<file path="src/rtl/fetch_sequencer_if.sv">
// Fetch front-end bundle: redirect, instruction-memory request/response and decode handoff.
// The master modport is the fetch sequencer; slave is the surrounding pipeline/memory.
interface fetch_sequencer_if #(
    parameter int ADDR_W  = 32,
    parameter int INSTR_W = 32
);
    logic               redirect_valid;
    logic [ADDR_W-1:0]  redirect_pc;
    logic               imem_req_valid;
    logic               imem_req_ready;
    logic [ADDR_W-1:0]  imem_req_addr;
    logic               imem_rsp_valid;
    logic [INSTR_W-1:0] imem_rsp_data;
    logic               inst_valid;
    logic               inst_ready;
    logic [INSTR_W-1:0] inst_data;
    logic [ADDR_W-1:0]  inst_pc;

    modport master (
        input  redirect_valid, redirect_pc,
        output imem_req_valid, imem_req_addr,
        input  imem_req_ready,
        input  imem_rsp_valid, imem_rsp_data,
        output inst_valid, inst_data, inst_pc,
        input  inst_ready
    );

    modport slave (
        output redirect_valid, redirect_pc,
        input  imem_req_valid, imem_req_addr,
        output imem_req_ready,
        output imem_rsp_valid, imem_rsp_data,
        input  inst_valid, inst_data, inst_pc,
        output inst_ready
    );
endinterface

</file>
<file path="src/rtl/fetch_sequencer.sv">
// Instruction-fetch front end: issues sequential imem reads under a credit limit, queues the
// returned words with their PCs for decode, and flushes/drains outstanding reads on redirect.
module fetch_sequencer #(
    parameter int                ADDR_W   = 32,
    parameter int                INSTR_W  = 32,
    parameter logic [ADDR_W-1:0] PC_STEP  = ADDR_W'(1),
    parameter logic [ADDR_W-1:0] RESET_PC = '0,
    parameter int                DEPTH    = 2
) (
    input  logic              clk,
    input  logic              rst_n,
    fetch_sequencer_if.master bus
);
    localparam int CW  = $clog2(DEPTH + 1);
    localparam int CW1 = CW + 1;
    localparam int PW  = (DEPTH > 1) ? $clog2(DEPTH) : 1;
    localparam logic [CW1-1:0] DEPTH_C = CW1'(DEPTH);

    typedef enum logic [0:0] {ST_RUN = 1'b0, ST_DRAIN = 1'b1} state_e;

    state_e             state_q, state_d;
    logic [ADDR_W-1:0]  fetch_pc_q, fetch_pc_d;
    logic [ADDR_W-1:0]  rsp_pc_q, rsp_pc_d;
    logic [CW-1:0]      live_q, live_d, stale_q, stale_d, count_q, count_d;
    logic [CW-1:0]      live_adj_s, stale_adj_s;
    logic [PW-1:0]      wr_ptr_q, wr_ptr_d, rd_ptr_q, rd_ptr_d;
    logic               req_valid_q, req_valid_d;
    logic [INSTR_W-1:0] data_mem_q [DEPTH];
    logic [ADDR_W-1:0]  pc_mem_q   [DEPTH];
    logic               req_fire_s, pop_s, push_s, rsp_stale_s, rsp_live_s;

    function automatic logic [PW-1:0] ptr_inc(input logic [PW-1:0] p);
        if (p == PW'(DEPTH - 1)) begin
            return '0;
        end else begin
            return p + PW'(1);
        end
    endfunction

    // Responses retire stale reads first since memory answers strictly in request order.
    assign req_fire_s  = req_valid_q & bus.imem_req_ready;
    assign pop_s       = (count_q != '0) & bus.inst_ready;
    assign rsp_stale_s = bus.imem_rsp_valid & (stale_q != '0);
    assign rsp_live_s  = bus.imem_rsp_valid & (stale_q == '0) & (live_q != '0);
    assign push_s      = rsp_live_s & ~bus.redirect_valid;

    // Bookkeeping for addresses, credits and queue pointers; redirect overrides after folding in this cycle's accept/response.
    always_comb begin
        live_adj_s  = live_q + CW'(req_fire_s) - CW'(rsp_live_s);
        stale_adj_s = stale_q - CW'(rsp_stale_s);
        if (bus.redirect_valid) begin
            fetch_pc_d = bus.redirect_pc;
            rsp_pc_d   = bus.redirect_pc;
            live_d     = '0;
            stale_d    = stale_adj_s + live_adj_s;
            count_d    = '0;
            wr_ptr_d   = '0;
            rd_ptr_d   = '0;
        end else begin
            fetch_pc_d = req_fire_s ? (fetch_pc_q + PC_STEP) : fetch_pc_q;
            rsp_pc_d   = push_s ? (rsp_pc_q + PC_STEP) : rsp_pc_q;
            live_d     = live_adj_s;
            stale_d    = stale_adj_s;
            count_d    = count_q + CW'(push_s) - CW'(pop_s);
            wr_ptr_d   = push_s ? ptr_inc(wr_ptr_q) : wr_ptr_q;
            rd_ptr_d   = pop_s ? ptr_inc(rd_ptr_q) : rd_ptr_q;
        end
    end

    // FSM state register.
    always_ff @(posedge clk or negedge rst_n) begin
        if (!rst_n) begin
            state_q <= ST_RUN;
        end else begin
            state_q <= state_d;
        end
    end

    // FSM next state: stay in DRAIN while discarded reads are still owed by memory.
    always_comb begin
        state_d = state_q;
        if (bus.redirect_valid) begin
            state_d = (stale_d != '0) ? ST_DRAIN : ST_RUN;
        end else begin
            case (state_q)
                ST_RUN:   state_d = ST_RUN;
                ST_DRAIN: state_d = (stale_d == '0) ? ST_RUN : ST_DRAIN;
                default:  state_d = ST_RUN;
            endcase
        end
    end

    // FSM output: request only when every outstanding read is guaranteed a queue slot.
    always_comb begin
        req_valid_d = 1'b0;
        case (state_d)
            ST_RUN:   req_valid_d = (CW1'(count_d) + CW1'(live_d)) < DEPTH_C;
            ST_DRAIN: req_valid_d = 1'b0;
            default:  req_valid_d = 1'b0;
        endcase
    end

    // Datapath registers and instruction queue storage.
    always_ff @(posedge clk or negedge rst_n) begin
        if (!rst_n) begin
            fetch_pc_q  <= RESET_PC;
            rsp_pc_q    <= RESET_PC;
            live_q      <= '0;
            stale_q     <= '0;
            count_q     <= '0;
            wr_ptr_q    <= '0;
            rd_ptr_q    <= '0;
            req_valid_q <= 1'b0;
            for (int i = 0; i < DEPTH; i++) begin
                data_mem_q[i] <= '0;
                pc_mem_q[i]   <= '0;
            end
        end else begin
            fetch_pc_q  <= fetch_pc_d;
            rsp_pc_q    <= rsp_pc_d;
            live_q      <= live_d;
            stale_q     <= stale_d;
            count_q     <= count_d;
            wr_ptr_q    <= wr_ptr_d;
            rd_ptr_q    <= rd_ptr_d;
            req_valid_q <= req_valid_d;
            if (push_s) begin
                data_mem_q[wr_ptr_q] <= bus.imem_rsp_data;
                pc_mem_q[wr_ptr_q]   <= rsp_pc_q;
            end
        end
    end

    assign bus.imem_req_valid = req_valid_q;
    assign bus.imem_req_addr  = fetch_pc_q;
    assign bus.inst_valid     = (count_q != '0);
    assign bus.inst_data      = data_mem_q[rd_ptr_q];
    assign bus.inst_pc        = pc_mem_q[rd_ptr_q];
endmodule
</file>
<file path="src/flat_wrapper.sv">
// flat-port wrapper written by rule: the top's interface ports become plain ports
module fetch_sequencer_flat 
#(
    parameter int                ADDR_W   = 32,
    parameter int                INSTR_W  = 32,
    parameter logic [ADDR_W-1:0] PC_STEP  = ADDR_W'(1),
    parameter logic [ADDR_W-1:0] RESET_PC = '0,
    parameter int                DEPTH    = 2
)
  (clk, rst_n, bus_redirect_valid, bus_redirect_pc, bus_imem_req_valid, bus_imem_req_addr, bus_imem_req_ready, bus_imem_rsp_valid, bus_imem_rsp_data, bus_inst_valid, bus_inst_data, bus_inst_pc, bus_inst_ready);
  fetch_sequencer_if #(.ADDR_W(ADDR_W), .INSTR_W(INSTR_W)) bus_i ();
  input  logic clk;
  input  logic rst_n;
  input wire logic [$bits(bus_i.redirect_valid)-1:0] bus_redirect_valid;
  input wire logic [$bits(bus_i.redirect_pc)-1:0] bus_redirect_pc;
  output wire logic [$bits(bus_i.imem_req_valid)-1:0] bus_imem_req_valid;
  output wire logic [$bits(bus_i.imem_req_addr)-1:0] bus_imem_req_addr;
  input wire logic [$bits(bus_i.imem_req_ready)-1:0] bus_imem_req_ready;
  input wire logic [$bits(bus_i.imem_rsp_valid)-1:0] bus_imem_rsp_valid;
  input wire logic [$bits(bus_i.imem_rsp_data)-1:0] bus_imem_rsp_data;
  output wire logic [$bits(bus_i.inst_valid)-1:0] bus_inst_valid;
  output wire logic [$bits(bus_i.inst_data)-1:0] bus_inst_data;
  output wire logic [$bits(bus_i.inst_pc)-1:0] bus_inst_pc;
  input wire logic [$bits(bus_i.inst_ready)-1:0] bus_inst_ready;
  assign bus_i.redirect_valid = bus_redirect_valid;
  assign bus_i.redirect_pc = bus_redirect_pc;
  assign bus_imem_req_valid = bus_i.imem_req_valid;
  assign bus_imem_req_addr = bus_i.imem_req_addr;
  assign bus_i.imem_req_ready = bus_imem_req_ready;
  assign bus_i.imem_rsp_valid = bus_imem_rsp_valid;
  assign bus_i.imem_rsp_data = bus_imem_rsp_data;
  assign bus_inst_valid = bus_i.inst_valid;
  assign bus_inst_data = bus_i.inst_data;
  assign bus_inst_pc = bus_i.inst_pc;
  assign bus_i.inst_ready = bus_inst_ready;
  fetch_sequencer #(.ADDR_W(ADDR_W), .INSTR_W(INSTR_W), .PC_STEP(PC_STEP), .RESET_PC(RESET_PC), .DEPTH(DEPTH)) u_core (.clk(clk), .rst_n(rst_n), .bus(bus_i));
endmodule
</file>
<file path="config.mk">
export PLATFORM = sky130hd
export DESIGN_NAME = fetch_sequencer_flat
export DESIGN_NICKNAME = d
export VERILOG_FILES = /design/src/rtl/fetch_sequencer_if.sv /design/src/rtl/fetch_sequencer.sv /design/src/flat_wrapper.sv
export SDC_FILE = /design/constraint.sdc
export NUM_CORES = 1
export LEC_CHECK = 0
export ABC_AREA = 1
export CORE_ASPECT_RATIO = 0.9
export CORE_MARGIN = 2
export CORE_UTILIZATION = 45
export CTS_CLUSTER_DIAMETER = 40
export DETAILED_ROUTE_END_ITERATION = 10
export MAX_ROUTING_LAYER = met4
export PLACE_DENSITY = 0.72
export RECOVER_POWER = 50
export REMOVE_ABC_BUFFERS = 1
export SLEW_MARGIN = 25
export SYNTH_ARGS = -nofsm -noshare
export SYNTH_HDL_FRONTEND = slang
export SYNTH_SLANG_ARGS = --single-unit
</file>
<file path="constraint.sdc">
create_clock -name clk -period 2.8 [get_ports clk]
set_input_delay 0.42 -clock clk [delete_from_list [all_inputs] [get_ports clk]]
set_output_delay 0.42 -clock clk [all_outputs]
set_load 0.02 [all_outputs]
</file>
* Yosys cells after proc, flatten, opt, wreduce, memory -nomap -nowiden
Cells that the tools add are included.
** Word-level totals
- Flip-flop bits (word level) :: 202
- Input bits :: 70
- Output and inout port bits :: 98
- Word-level logic and storage cells :: 77
** Operators by class
- Add/subtract/negate cells :: 11
- Magnitude comparators :: 4
- Muxes and demuxes :: 28
- Bitwise logic cells :: 11
- Reduce and logical (&&, ||, !) cells :: 10
** Operator list (number)
- $mux 32 :: 11
- $bwmux 64 :: 2
- $add 32x1->32 const B :: 2
- $demux 32 s1 :: 1
- $reduce_bool 2->1 :: 7
- $mux 1 :: 9
- $and 1x1->1 :: 6
- $mux 2 :: 3
- $sub 2x1->2 :: 3
- $add 2x1->2 :: 2
- $ge 2x2->1 const B :: 2
- $logic_not 2->1 :: 2
- $not 1->2 :: 2
- $pmux 1 s2 :: 2
- $add 2x2->3 :: 1
- $lt 3x2->1 const B :: 1
- $not 1->1 :: 3
- $add 1x1->1 const B :: 2
- $add 2x2->2 :: 1
- $lt 2x1->1 const B :: 1
- $logic_and 1x1->1 :: 1

* Depth between registers and ports, before layout
Gate-level depths: netlist of run 1.
- Depth after elaboration :: 12
- Gate-level depth with buffers :: 16
- Mapped depth without buffers :: 16

* Least setup slack after synthesis of run 1
No wires, ideal clock.
- Path kind :: reg2reg
- From :: register u_core.count_q[1]
- To :: register u_core.req_valid_q (netlist: u_core.bus.imem_req_valid)
- Setup time :: 0.077 ns
- Data arrival time :: 2.443 ns
- Setup slack :: 0.280 ns
- Stages on the path, launching flop included :: 12
- Path buffers :: 0
- Path through :: dfrtp_1 or2_2 nand2_1 inv_1 ha_1 inv_1 ha_1 xor2_1 nor2_1 fa_1 or2_2 a21oi_1
** On the way
- Word-level cells in the longest chain between the ends :: 7
- Elaborated cells on any way between the ends :: 8
** Ends and longest elaborated chain
- start, declared :: line fetch_sequencer.sv:24 : logic [CW-1:0] live_q, live_d, stale_q, stale_d, count_q, count_d;
- start signal, assigned :: line fetch_sequencer.sv:123 : count_q <= count_d;
- $reduce_bool 2->1
- named net bus_inst_valid :: line flat_wrapper.sv:21 : output wire logic [$bits(bus_i.inst_valid)-1:0] bus_inst_valid;
- $and 1x1->1 :: line fetch_sequencer.sv:42 : assign pop_s = (count_q != '0) & bus.inst_ready;
- $sub 2x1->2 :: line fetch_sequencer.sv:64 : count_d = count_q + CW'(push_s) - CW'(pop_s);
- $mux 2 :: line fetch_sequencer.sv:51 : if (bus.redirect_valid) begin
- named net u_core.count_d[1] :: line fetch_sequencer.sv:24
- $add 2x2->3 :: line fetch_sequencer.sv:97 : ST_RUN: req_valid_d = (CW1'(count_d) + CW1'(live_d)) < DEPTH_C;
- $lt 3x2->1 :: line fetch_sequencer.sv:97
- $pmux 1 s2 :: line fetch_sequencer.sv:96 : case (state_d)
- named net u_core.req_valid_d :: line fetch_sequencer.sv:27 : logic req_valid_q, req_valid_d;
- end signal, assigned :: line fetch_sequencer.sv:126 : req_valid_q <= req_valid_d;
- end, declared :: line fetch_sequencer.sv:27
The timed path passes the listed nets, and every way through them passes these cells.
A chain may end at the register's enable or synchronous reset.

* Final worst setup path of run 1
- From :: register u_core.rd_ptr_q
- To :: output bus_inst_pc[17]
** On the way
- Word-level cells in the longest chain between the ends :: 4
** Ends and longest elaborated chain
- start, declared :: line fetch_sequencer.sv:26 : logic [PW-1:0] wr_ptr_q, wr_ptr_d, rd_ptr_q, rd_ptr_d;
- start signal, assigned :: line fetch_sequencer.sv:125 : rd_ptr_q <= rd_ptr_d;
- $not 1->2 (not written as such) :: line fetch_sequencer.sv:138 : assign bus.inst_pc = pc_mem_q[rd_ptr_q];
- $mux 32 (not written as such) (3 in series) :: line fetch_sequencer.sv:138
- end, declared :: line flat_wrapper.sv:23 : output wire logic [$bits(bus_i.inst_pc)-1:0] bus_inst_pc;
No other way between the ends. The select of a mux whose other input is x is not followed.

==> results.txt, run 1 <==
- The congestion estimate from routability-driven global placement came to 0.942.
- In this run the cell area of the synthesized design comes to 10200 µm².
- Post-route ant nets: 0
* Share of synthesized area occupied by flip-flops and latches: 0.497
- Cell leakage power: 6.35 nW
* Port bufs: 167
- Relative to the synthesized area, the layout overhead comes to 30.9%.
- Setup repair after global routing missed its margin: no
- Total setup violations reported at the end of the flow: 0
- Summing over every cut layer, the via total after detailed routing is between 9000 and 10000.
* I/O pin cnt: 168
* CTS clk-pin slew, worst paths: 0.05 ns
* HPWL after detailed placement: 18200 µm
- Number of flops mapped to enable cells by yosys: 0
- STA puts the critical path data required time at 2.38 ns.
- For this block, the routed nets add up to 27200 µm of wire.
- # H-tree levels: 2
- In the synthesized netlist the async set-or-reset flop fraction comes to 1.00.
- Largest net degree at the start of global routing: about 130
- Maximum clock skew at final layout: about 0.017 ns
* Path class of the lowest-slack min-delay path: flop to flop
- DP Worst Slack: -0.0667 ns
- The worst setup path is captured at an output port.
* Clock Sink Count: 202
- The share of synthesized area in the top cell type comes to 0.497.
* Number of synthesized register bits: between 200 and 250
* Initial DRC Count: roughly 800
- Overall die width: between 150 and 200 µm
- After layout, the worst setup slack is 0.0921 ns.
- Vias in the first global route: 8848
- Max Cap Violations: 1
* Violations in the final reports: max-capacitance violations, max-slew violations
- In this run the clock root is driven by a sky130_fd_sc_hd__clkbuf_16.
* Largest buffer count on any clock path: 3
- Power density of the placed cells: 827 nW/µm²
- Once layout is complete, the utilization of the core stands at 0.596.
- In the post-synthesis netlist, the biggest area contributors are sky130_fd_sc_hd__dfrtp_1 50%, sky130_fd_sc_hd__nand2_1 18%, sky130_fd_sc_hd__o21ai_1 5.0%.
- The first global-routing pass estimated 44700 µm of wire.
- Number of CTS-inserted buffers: 35
- After detailed routing, the number of vias per cell comes to 5.16.
* Share of post-route cells with drive strength above 1: 0.0670
- The count of pins over their slew limit is between 80 and 90.
- For this run, the leading register cell type out of synthesis is sky130_fd_sc_hd__dfrtp_1.
- Most area-hungry cell type in the Yosys netlist: sky130_fd_sc_hd__dfrtp_1
- For the worst-skew pair, the clock arrives at the later sink with an insertion delay of ~0.50 ns.
- The final-report hold violation count was 0.
- Fill cell instance count of the final layout: slightly below 2000
- The number of antenna violations at the first check in global routing is 0.
- The worst pin sits at a relative slew slack of -0.367.
* Minimum clock period: 2.71 ns
- Routed wire length per instance: 15.2 µm
- In the final design database the tool counted 1548 nets.
* Die boundary height: 147 µm
* Fin Setup TNS: 0 ns
- Post-route worst hold slack: 0.478 ns
- Mean post-synth cell area: 7.83 µm²
* Most frequent cells after synthesis: 500 x sky130_fd_sc_hd__nand2_1, 202 x sky130_fd_sc_hd__dfrtp_1, 122 x sky130_fd_sc_hd__inv_1
- Final cycle utilization of the critical path: 0.967
- VDD sags by at most 0.000629 V.
- Count of cell types in the netlist: 38
- Initial standard-cell utilization of the core: 0.456
- Antenna diode count: 0
- STA classifies the critical path startpoint as a flop.
* WP data arrival: 2.29 ns
- The floorplan has 52 rows.
- DR pass1 iterations: 5
* Post-route DRC violation count: 0
- Clock tree from TritonCTS: done
* Number of warnings issued by yosys: 0
- The die covers roughly 24000 µm².
* Reg2reg setup slack: 0.18 ns
- The worst setup path is of the flop to output port kind.
- At the pin with the least slew margin, the transition time is 2.05 ns.
- Top fanout value on the critical path: 42
* Post-CTS Repair Setup Buffers: 0
* GRT Residual Overflow: 0
- Post-Synthesis Cells: roughly 1300
- Across every metal layer, demand over resource in global routing totals 0.239.
* Core area: 22300 µm²
- Status: finished, violations left
* Maximum frequency from static timing analysis: around 0.37 GHz
- In the post-synthesis netlist, the cell with the most instances is sky130_fd_sc_hd__nand2_1.
## layer usage
layer  up-vias  share of wire  global-route usage
li1       4503              -                   -
met1      4295           0.47               0.350
met2       379           0.43               0.344
met3        55          0.074              0.0347
met5         -              0                   -
met4         0          0.021              0.0748
## final timing paths
| path | depth (start not counted) | start | endpoint |
|---|---|---|---|
| setup / recovery | 5 | u_core.rd_ptr_q | bus_inst_pc[17] |
| hold / removal | 2 | u_core.pc_mem_q[58] | u_core.pc_mem_q[58] |
| setup reg to reg | 11 | u_core.count_q[1] | u_core.bus.imem_req_valid |
| hold reg to reg | 2 | u_core.pc_mem_q[58] | u_core.pc_mem_q[58] |
| max in group asynchronous | 3 | rst_n | u_core.bus.imem_req_addr[31] |
| min in group asynchronous | 2 | rst_n | u_core.data_mem_q[38] |
## layout make-up
| cell class | count | area, µm² | share of cell area |
|---|---|---|---|
| clock buffer | 46 | 957 | 0.0720 |
| clock inverter | 14 | 159 | 0.0119 |
| inverter | 124 | 473 | 0.0356 |
| multi-input combinational | 916 | 4360 | 0.327 |
| sequential | 202 | 5060 | 0.380 |
| tap | 297 | 372 | 0.0279 |
| timing repair buffer | 191 | 1930 | 0.145 |
## logic make-up (layout without fill, tap and decap cells)
logic type / count (synthesis) / after routing / share of synthesized area
compound gates: 210 / 210 / 0.116
xor+xnor: 42 / 42 / 0.0362
fa+ha+maj: 8 / 8 / 0.0106
buf+inv: 181 / 375 / 0.0715
flops: 202 / 202 / 0.497
simple gates: 656 / 656 / 0.269
## cells in the final DEF (no fill, tap or decap), types with 21 or more instances in the layout
cell type,count
sky130_fd_sc_hd__xor2_1,36
sky130_fd_sc_hd__o21ai_1,101
sky130_fd_sc_hd__clkbuf_16,35
sky130_fd_sc_hd__nor2_1,56
sky130_fd_sc_hd__inv_1,121
sky130_fd_sc_hd__nor3_1,21
sky130_fd_sc_hd__o211ai_1,30
sky130_fd_sc_hd__o21ai_0,51
sky130_fd_sc_hd__nand3_1,40
sky130_fd_sc_hd__dfrtp_1,201
sky130_fd_sc_hd__nand2_1,499
sky130_fd_sc_hd__clkdlybuf4s50_1,159
## sequential cells by signal, indices dropped and copies added, names as in the netlist, 2 cells and up
signal / cells
u_core.pc_mem_q: 64
u_core.live_q: 2
u_core.stale_q: 2
u_core.bus.imem_req_addr: 32
u_core.rsp_pc_q: 32
u_core.data_mem_q: 64
u_core.count_q: 2
## where the power goes
part	switching (mW)	internal (mW)	total (mW)
registers	0.406	3.41	3.81
clock network	1.42	2.67	4.09
logic	1.77	1.33	3.10
total	3.59	7.41	11.0
## per-stage QoR
| stage | total power [mW] | instance area, µm² | instances |
|---|---|---|---|
| 2_1_floorplan | 5.46 | 9910 | 1242 |
| 3_3_place_gp | 6.89 | 12200 | 1729 |
| 3_5_place_dp | 6.96 | 12200 | 1729 |
| 4_1_cts | 11.1 | 13400 | 1790 |
| 5_1_grt | 11.6 | 13300 | 1790 |
| 6_report | 11.0 | 13300 | 1790 |
## timing repair
action,4_1_cts,5_1_grt
endpoints found under the setup margin,10,9
hold buffers,1,0
hold endpoints to repair,63,0
resized for setup,1,7
## critical path, cell delays in order (launching register included)
cell	delay, ns
sky130_fd_sc_hd__dfrtp_2	0.54
sky130_fd_sc_hd__inv_6	0.19
sky130_fd_sc_hd__buf_16	0.23
sky130_fd_sc_hd__nand2_1	0.08
sky130_fd_sc_hd__nand2_1	0.10
sky130_fd_sc_hd__clkdlybuf4s50_1	0.63
Power figures use the tool's default switching activity.
==> run 2, diff against run 1 <==
- CTS_BUF_LIST: default -> sky130_fd_sc_hd__clkbuf_8 sky130_fd_sc_hd__clkbuf_16
==> run 2 against run 1 <==
  * The flow still finishes with violations (max-capacitance violations, max-slew violations)
  * Via count hardly changed
  * Power is 0.23% lower
  * Sequential share of layout area stayed put
  * Critical path depth stayed put
  * Count of clock-buffer cells in the layout is 7 lower
  * Die area stayed put
  * Global-route usage stayed put
  * Largest power group unchanged
==> results.txt, run 2 (synthesis results as in run 1) <==
* Port bufs: 167 (unchanged)
- The vias per cell is 5.16 (about the same).
- The worst setup path is of the flop to output port kind.
* Most common cell after layout, fill and taps aside: sky130_fd_sc_hd__nand2_1
- The number of standard cells in the layout, taps in and fillers out is 1790 (unchanged).
- STA classifies the critical path startpoint as a flop.
- Setup repair after global routing left no endpoint under its margin.
- Maximum frequency from static timing analysis: 0.369 GHz (about the same)
* Max Cap Violations: 1 (unchanged)
- The area of combinational cells with multiple inputs was 4360 µm² (unchanged).
- Full die area: 23800 µm² (unchanged)
* Clock Sink Count: 202 (unchanged)
- Wire length of the first global-routing pass: 44700 µm (unchanged)
- Worst path most repeated cell: sky130_fd_sc_hd__nand2_1
- Most used cells in the layout excluding fill and tap cells: 499 x sky130_fd_sc_hd__nand2_1, 201 x sky130_fd_sc_hd__dfrtp_1, 159 x sky130_fd_sc_hd__clkdlybuf4s50_1, 128 x sky130_fd_sc_hd__inv_1, 101 x sky130_fd_sc_hd__o21ai_1
- The worst clock skew is 0.0177 ns (+0.000255 ns).
- The number of cells after detailed placement was 1729 (unchanged).
- Peak ir drop on the vdd network: 0.000629 V (about the same)
- CTS root buffer: sky130_fd_sc_hd__clkbuf_16
- The sum of routed wire length over all layers is 27200 µm (about the same).
* Area overhead of the layout relative to synthesis: 30.9% (unchanged)
* Vias in the first global route: 8848 (unchanged)
- Number of pins exceeding their max-slew limit in the final report: 82 (unchanged)
- TritonCTS built the clock tree.
- Post-CTS Repair Setup Buffers: 0 (unchanged)
* Cell-by-cell trace of the critical path: inv_6 -> buf_16 -> nand2_1 -> nand2_1 -> clkdlybuf4s50_1
- # H-tree levels: 2 (unchanged)
* Number of CTS-inserted buffers: 35 (unchanged)
* Largest net degree at the start of global routing: 129 (unchanged)
* Largest registers: u_core.data_mem_q x64, u_core.pc_mem_q x64
* Initial standard-cell utilization of the core: 0.456 (unchanged)
- The overall power consumption came to 11.0 mW (-0.23%).
- Post-route ant nets: 0 (unchanged)
- Final nets: 1548 (unchanged)
* Delay of the slowest cell on the worst path: 0.63 ns (about the same)
- The static leakage came to 6.37 nW (+0.46%).
- In this run the worst hold path is classified as input pin to flop.
- Initial DRC Count: 834 (+1.6%)
- The routed length per placed instance was 15.2 µm (about the same).
* Data required time at the worst endpoint: 2.38 ns (about the same)
- DP Worst Slack: -0.0667 ns (unchanged)
* Total setup violations reported at the end of the flow: 0 (unchanged)
- Post-route DRC violation count: 0 (unchanged)
- Status: finished, violations left
- Number of antenna violations at the first check in global routing: 0 (unchanged)
- Violations in the final reports: max-capacitance violations, max-slew violations
* Largest buffer count on any clock path: 3 (unchanged)
* Worst path slowest cell: sky130_fd_sc_hd__clkdlybuf4s50_1
- The number of placement rows came to 52 (unchanged).
- Minimum clock period: 2.71 ns (-0.000704 ns)
* Worst-case headroom to the max-slew limit: -0.359 (+0.00777)
* Total track usage: 0.239 (unchanged)
- Fill cell instance count of the final layout: 1977 (unchanged)
- Core area: 22300 µm² (unchanged)
* Category of the worst setup path capture point: output port
- Antenna diode count: 0 (unchanged)
- The layout cell share with drive strength beyond 1 was 0.0670 (unchanged).
- The endpoint arrival time on the critical path was 2.29 ns (about the same).
* GRT Residual Overflow: 0 (unchanged)
* Total number of vias: 9240 (+0.087%)
- Power density of the placed cells: 825 nW/µm² (-0.23%)
* Top fanout value on the critical path: 42 (unchanged)
- DR pass1 iterations: 5 (unchanged)
* Final estimated routing congestion in global placement: 0.942 (unchanged)
- The slew at the pin with the worst max-slew slack came to 2.04 ns (-0.0117 ns).
- The die span in y came to 147 µm (unchanged).
- The HPWL after detailed placement was 18200 µm (unchanged).
- The final-report hold violation count came to 0 (unchanged).
* Final worst setup slack: 0.0928 ns (+0.000704 ns)
- The clock latency at the later pin of the worst-skew pair is 0.50 ns (about the same).
- CTS clk-pin slew, worst paths: 0.05 ns (about the same)
* Final cycle utilization of the critical path: 0.967 (about the same)
* Overall die width: 162 µm (unchanged)
- Sequential cell area: 5060 µm² (unchanged)
- I/O pin cnt: 168 (unchanged)
==> run 2: path summary, 6_finish.rpt <==
| kind | slack, ns | end | from | depth (start not counted) |
|---|---|---|---|---|
| min in group asynchronous | 1.03 | u_core.data_mem_q[38] | rst_n | 2 |
| hold / removal | 0.48 | u_core.count_q[0] | bus_redirect_valid | 3 |
| hold reg to reg | 0.48 | u_core.pc_mem_q[58] | u_core.pc_mem_q[58] | 2 |
| setup reg to reg | 0.18 | u_core.bus.imem_req_valid | u_core.count_q[1] | 11 |
| setup / recovery | 0.09 | bus_inst_pc[17] | u_core.rd_ptr_q | 5 |
| max in group asynchronous | 0.41 | u_core.bus.imem_req_addr[31] | rst_n | 3 |
==> run 2: metal layers <==
layer	share of wire	GRT usage
met2	0.43	0.344
met4	0.021	0.0748
met5	0	-
met1	0.48	0.350
met3	0.071	0.0347
==> run 2: per-stage QoR <==
step / setup TNS, ns / hold WS, ns / util / area [µm²]
2_1_floorplan: -69.57 / 0.124 / - / 9910
3_3_place_gp: 0 / 0.466 / 0.548 / 12200
3_5_place_dp: -0.0667 / 0.473 / 0.548 / 12200
4_1_cts: 0 / 0.474 / 0.598 / 13400
5_1_grt: 0 / 0.503 / 0.596 / 13300
6_report: 0 / 0.480 / 0.596 / 13300
==> run 2: final cells by class <==
| type | instances | share of cell area |
|---|---|---|
| Clock inverter | 21 | 0.0139 |
| Timing Repair Buffer | 191 | 0.145 |
| Clock buffer | 39 | 0.0700 |
| Sequential cell | 202 | 0.380 |
| Inverter | 124 | 0.0356 |
| Tap cell | 297 | 0.0279 |
| Multi-Input combinational cell | 916 | 0.327 |
==> run 2: timing repair <==
| item | in CTS | in global routing |
|---|---|---|
| setup endpoints to repair | 10 | 9 |
| hold buffers | 1 | 0 |
| pin swaps | 0 | 0 |
| cloned | 0 | 0 |
| hold endpoints to repair | 65 | 0 |
| resized for setup | 1 | 7 |
==> run 2: critical path: cells and delay by family (launching register included) <==
family / cells / cell delay, ns
buffers and inverters: 3 / 1.05
AND/OR/NAND/NOR: 2 / 0.18
flip-flops: 1 / 0.54
==> run 2: report_power, final <==
part / internal [mW] / total, mW / switching [mW]
clock: 2.64 / 4.06 / 1.42
combinational: 1.33 / 3.10 / 1.77
sequential: 3.41 / 3.81 / 0.406
total: 7.38 / 11.0 / 3.59
==> run 3, diff against run 2 <==
- CAP_MARGIN: default -> 20
- SLEW_MARGIN: 25 -> 20
- clock period: 2.8 -> 2.6 ns (I/O delays scaled with it)
==> run 3 against run 2 <==
  * The run now ends clean
  * Clock skew up 0.0014 ns
  * Design area rose by 1.1%
  * Non-clock buffer count grew 15
  * Setup slack improved by 0.0073 ns
  * Sequential power is 7.1% higher
  * Core utilization is 0.65 points higher
  * Clock power rose by 16%
  * Power rose by 11%
  * Flip-flop and latch count unchanged
  * Register-to-register slack got worse by 0.08 ns
  * Routed wire length shrank 0.95%
  * Hold slack lost 0.026 ns
==> results.txt, run 3 (synthesis results as in run 1) <==
- The worst clock skew was 0.0191 ns (+0.00136 ns).
* Largest buffer count on any clock path: 3 (unchanged)
- The CTS buffer count is 34 (-2.9%).
* Final nets: 1562 (+0.90%)
- The post-route worst setup slack came to 0.100 ns (+0.00733 ns).
* Fill cell instance count of the final layout: 2016 (+2.0%)
- TritonCTS built the clock tree.
* Final cycle utilization of the critical path: 0.961
- Number of pins exceeding their max-slew limit in the final report: 0 (-100%)
- Clock Sink Count: 202 (unchanged)
- The biggest cell delay along the critical path was 0.42 ns (-0.21 ns).
- Power density of the placed cells: 907 nW/µm² (+10%)
* CTS root buffer: sky130_fd_sc_hd__clkbuf_16
- CTS clk-pin slew, worst paths: 0.05 ns (about the same)
- The wire length of the first global-routing pass is 44100 µm (-1.3%).
- The clock latency at the later pin of the worst-skew pair is 0.50 ns (about the same).
- The total I/O pin count was 168 (unchanged).
- The path class of the tightest hold or removal check is input pin to flop.
- DP Worst Slack: -0.198 ns (-0.131 ns)
- Initial standard-cell utilization of the core: 0.456 (unchanged)
- Portion of total power attributed to combinational logic: 0.281 (-0.002)
- Startpoint-to-endpoint class of the critical path: flop to flop
- The overall die width is 162 µm (unchanged).
* Die boundary height: 147 µm (unchanged)
- Core utilization of the finished layout: 0.603 (+0.00650)
* Core area: 22300 µm² (unchanged)
- For this design, the slowest cell found on the critical path is sky130_fd_sc_hd__fa_1.
* Post-route worst hold slack: 0.455 ns (-0.0258 ns)
- The layout cell share with drive strength beyond 1 was 0.0769 (+0.00994).
- Category of the worst setup path capture point: flop
* Launching element type of the critical path: flop
- The fraction of power spent switching nets is 0.319 (-0.00814).
* Area overhead of the layout relative to synthesis: 32.3%
* Largest net degree at the start of global routing: 101 (-22%)
- The sequential share of power is 0.335 (-0.012).
- Port bufs: 167 (unchanged)
* Total cell area at the placement stage: 12300 µm² (+0.86%)
- The cell area after layout came to 13400 µm² (+1.1%).
* Data required time at the worst endpoint: 3.02 ns (+0.64 ns)
- The final number of setup-violating endpoints was 0 (unchanged).
* Clock share of power: 0.385 (+0.015)
- Number of antenna violations at the first check in global routing: 0 (unchanged)
- The routed length per placed instance came to 14.9 µm (-1.8%).
- Largest registers: u_core.data_mem_q x64, u_core.pc_mem_q x64
- Top fanout value on the critical path: 2 (-95%)
- Peak ir drop on the vdd network: 0.000737 V (+17%)
- The net switching power of the design was 3.89 mW (+8.4%).
- Fin Setup TNS: 0 ns (unchanged)
- # H-tree levels: 2 (unchanged)
* Cell-by-cell trace of the critical path: or2_4 -> nand2_1 -> inv_1 -> ha_1 -> inv_1 -> ha_1 -> xor2_1 -> nor2_2 -> fa_1 -> or2_2 -> a21oi_2
- The worst max-slew margin expressed relative to the limit was 0.238 (+0.597).
* Maximum frequency from static timing analysis: ~0.4 GHz
- The number of DRC violations after detailed routing was 0 (unchanged).
- The vias per cell was 5.12 (-0.83%).
- In the layout the commonest cells are 499 x sky130_fd_sc_hd__nand2_1, 201 x sky130_fd_sc_hd__dfrtp_1, 158 x sky130_fd_sc_hd__clkdlybuf4s50_1, 123 x sky130_fd_sc_hd__inv_1, 101 x sky130_fd_sc_hd__o21ai_1.
- The die area was 23800 µm² (unchanged).
- The endpoint arrival time on the critical path was 2.92 ns (+0.63 ns).
- Placement row count: 52 (unchanged)
- The slew at the pin with the worst max-slew slack was 1.14 ns (-0.896 ns).
- The total global routing track utilization was 0.237 (-0.00231).
* GRT Residual Overflow: 0 (unchanged)
- HPWL after detailed placement: 18700 µm (+2.8%)
- DR pass1 iterations: 4 (-1)
* Internal power consumption: 8.31 mW (+13%)
* Total number of vias: 9240 (unchanged)
* Final hold violation count: 0 (unchanged)
* Antenna diode count: 0 (unchanged)
* Most common cell after layout, fill and taps aside: sky130_fd_sc_hd__nand2_1
- Post-route ant nets: 0 (unchanged)
* Cell leakage power: 6.36 nW (-0.16%)
- The first-iteration detailed-routing DRC count came to 698 (-16%).
* Final estimated routing congestion in global placement: 0.965 (+2.5%)
- The sum of routed wire length over all layers was 26900 µm (-0.95%).
- Status: finished clean
* Max Cap Violations: 0 (-1)
- The worst path in the final design needs a cycle of 2.50 ns, including I/O delays and setup.
* Vias in the first global route: 8588 (-2.9%)
run 3: cell types whose count changed in the layout (fill, tap and decap cells not counted), sizes merged:
| cell | previous run | this run |
|---|---|---|
| buf | 21 | 26 |
| dlygate4sd3 | 3 | 8 |
| clkinv | 8 | 9 |
| bufinv | 3 | 6 |
| clkbuf | 43 | 53 |
| clkinvlp | 1 | 3 |
| clkdlybuf4s50 | 159 | 158 |
| inv | 133 | 127 |
| dlymetal6s2s | 4 | 0 |
run 3: worst max-delay path, delay by kind of cell, from the launching register on:
kind                     cells  cell delay (ns)
XOR/XNOR                     1             0.17
buffers and inverters        2             0.09
adder cells (fa/ha/maj)      3             0.87
AND/OR/NAND/NOR              4             0.81
AO/OA/AOI/OAI                1             0.11
flip-flops                   1             0.39
run 3: area by class of cell:
| class | instances | area (µm²) | area share |
|---|---|---|---|
| Sequential cell | 202 | 5060 | 0.376 |
| Multi-Input combinational cell | 916 | 4370 | 0.325 |
| Timing Repair Buffer | 206 | 1970 | 0.147 |
| Clock buffer | 39 | 931 | 0.0692 |
| Inverter | 124 | 469 | 0.0349 |
| Tap cell | 297 | 372 | 0.0276 |
| Clock inverter | 21 | 275 | 0.0205 |
run 3: final timing paths:
kind	from	to	slack (ns)	cells after the start
max in group asynchronous	rst_n	u_core.rsp_pc_q[30]	0.53	3
min	bus_imem_rsp_data[22]	u_core.data_mem_q[54]	0.45	3
max reg2reg	u_core.count_q[1]	u_core.bus.imem_req_valid	0.10	11
max	u_core.count_q[1]	u_core.bus.imem_req_valid	0.10	11
min reg2reg	u_core.data_mem_q[2]	u_core.data_mem_q[2]	0.48	2
min in group asynchronous	rst_n	u_core.data_mem_q[6]	0.50	2
run 3: per-layer routing:
metal  global-route usage  vias up  share of wire
met2                0.340      303           0.44
met3               0.0429       36          0.074
li1                     -     4558              -
met5                    -        -              0
met1                0.346     4343           0.47
met4               0.0624        0          0.015
run 3: per-stage QoR:
stage	total power [mW]	instances
after floorplan	5.88	1242
after global placement	7.48	1743
after detailed placement	7.55	1743
after CTS	12.3	1804
after global routing	12.9	1805
final	12.2	1805
run 3: power groups by stage:
stage / logic, mW / clock network, mW / registers [mW]
floorplan: 1.68 / 0 / 4.19
global placement: 3.38 / 0 / 4.10
detailed placement: 3.44 / 0 / 4.11
CTS: 3.46 / 4.79 / 4.07
global route: 3.79 / 4.93 / 4.15
finish: 3.43 / 4.69 / 4.08
run 3: what timing repair did:
action	4_1_cts	5_1_grt
pin swaps	0	2
resized for setup	1	5
endpoints found under the hold margin	73	0
cloned	0	0
setup buffers	0	1
hold buffers	1	0
setup endpoints to repair	1	29
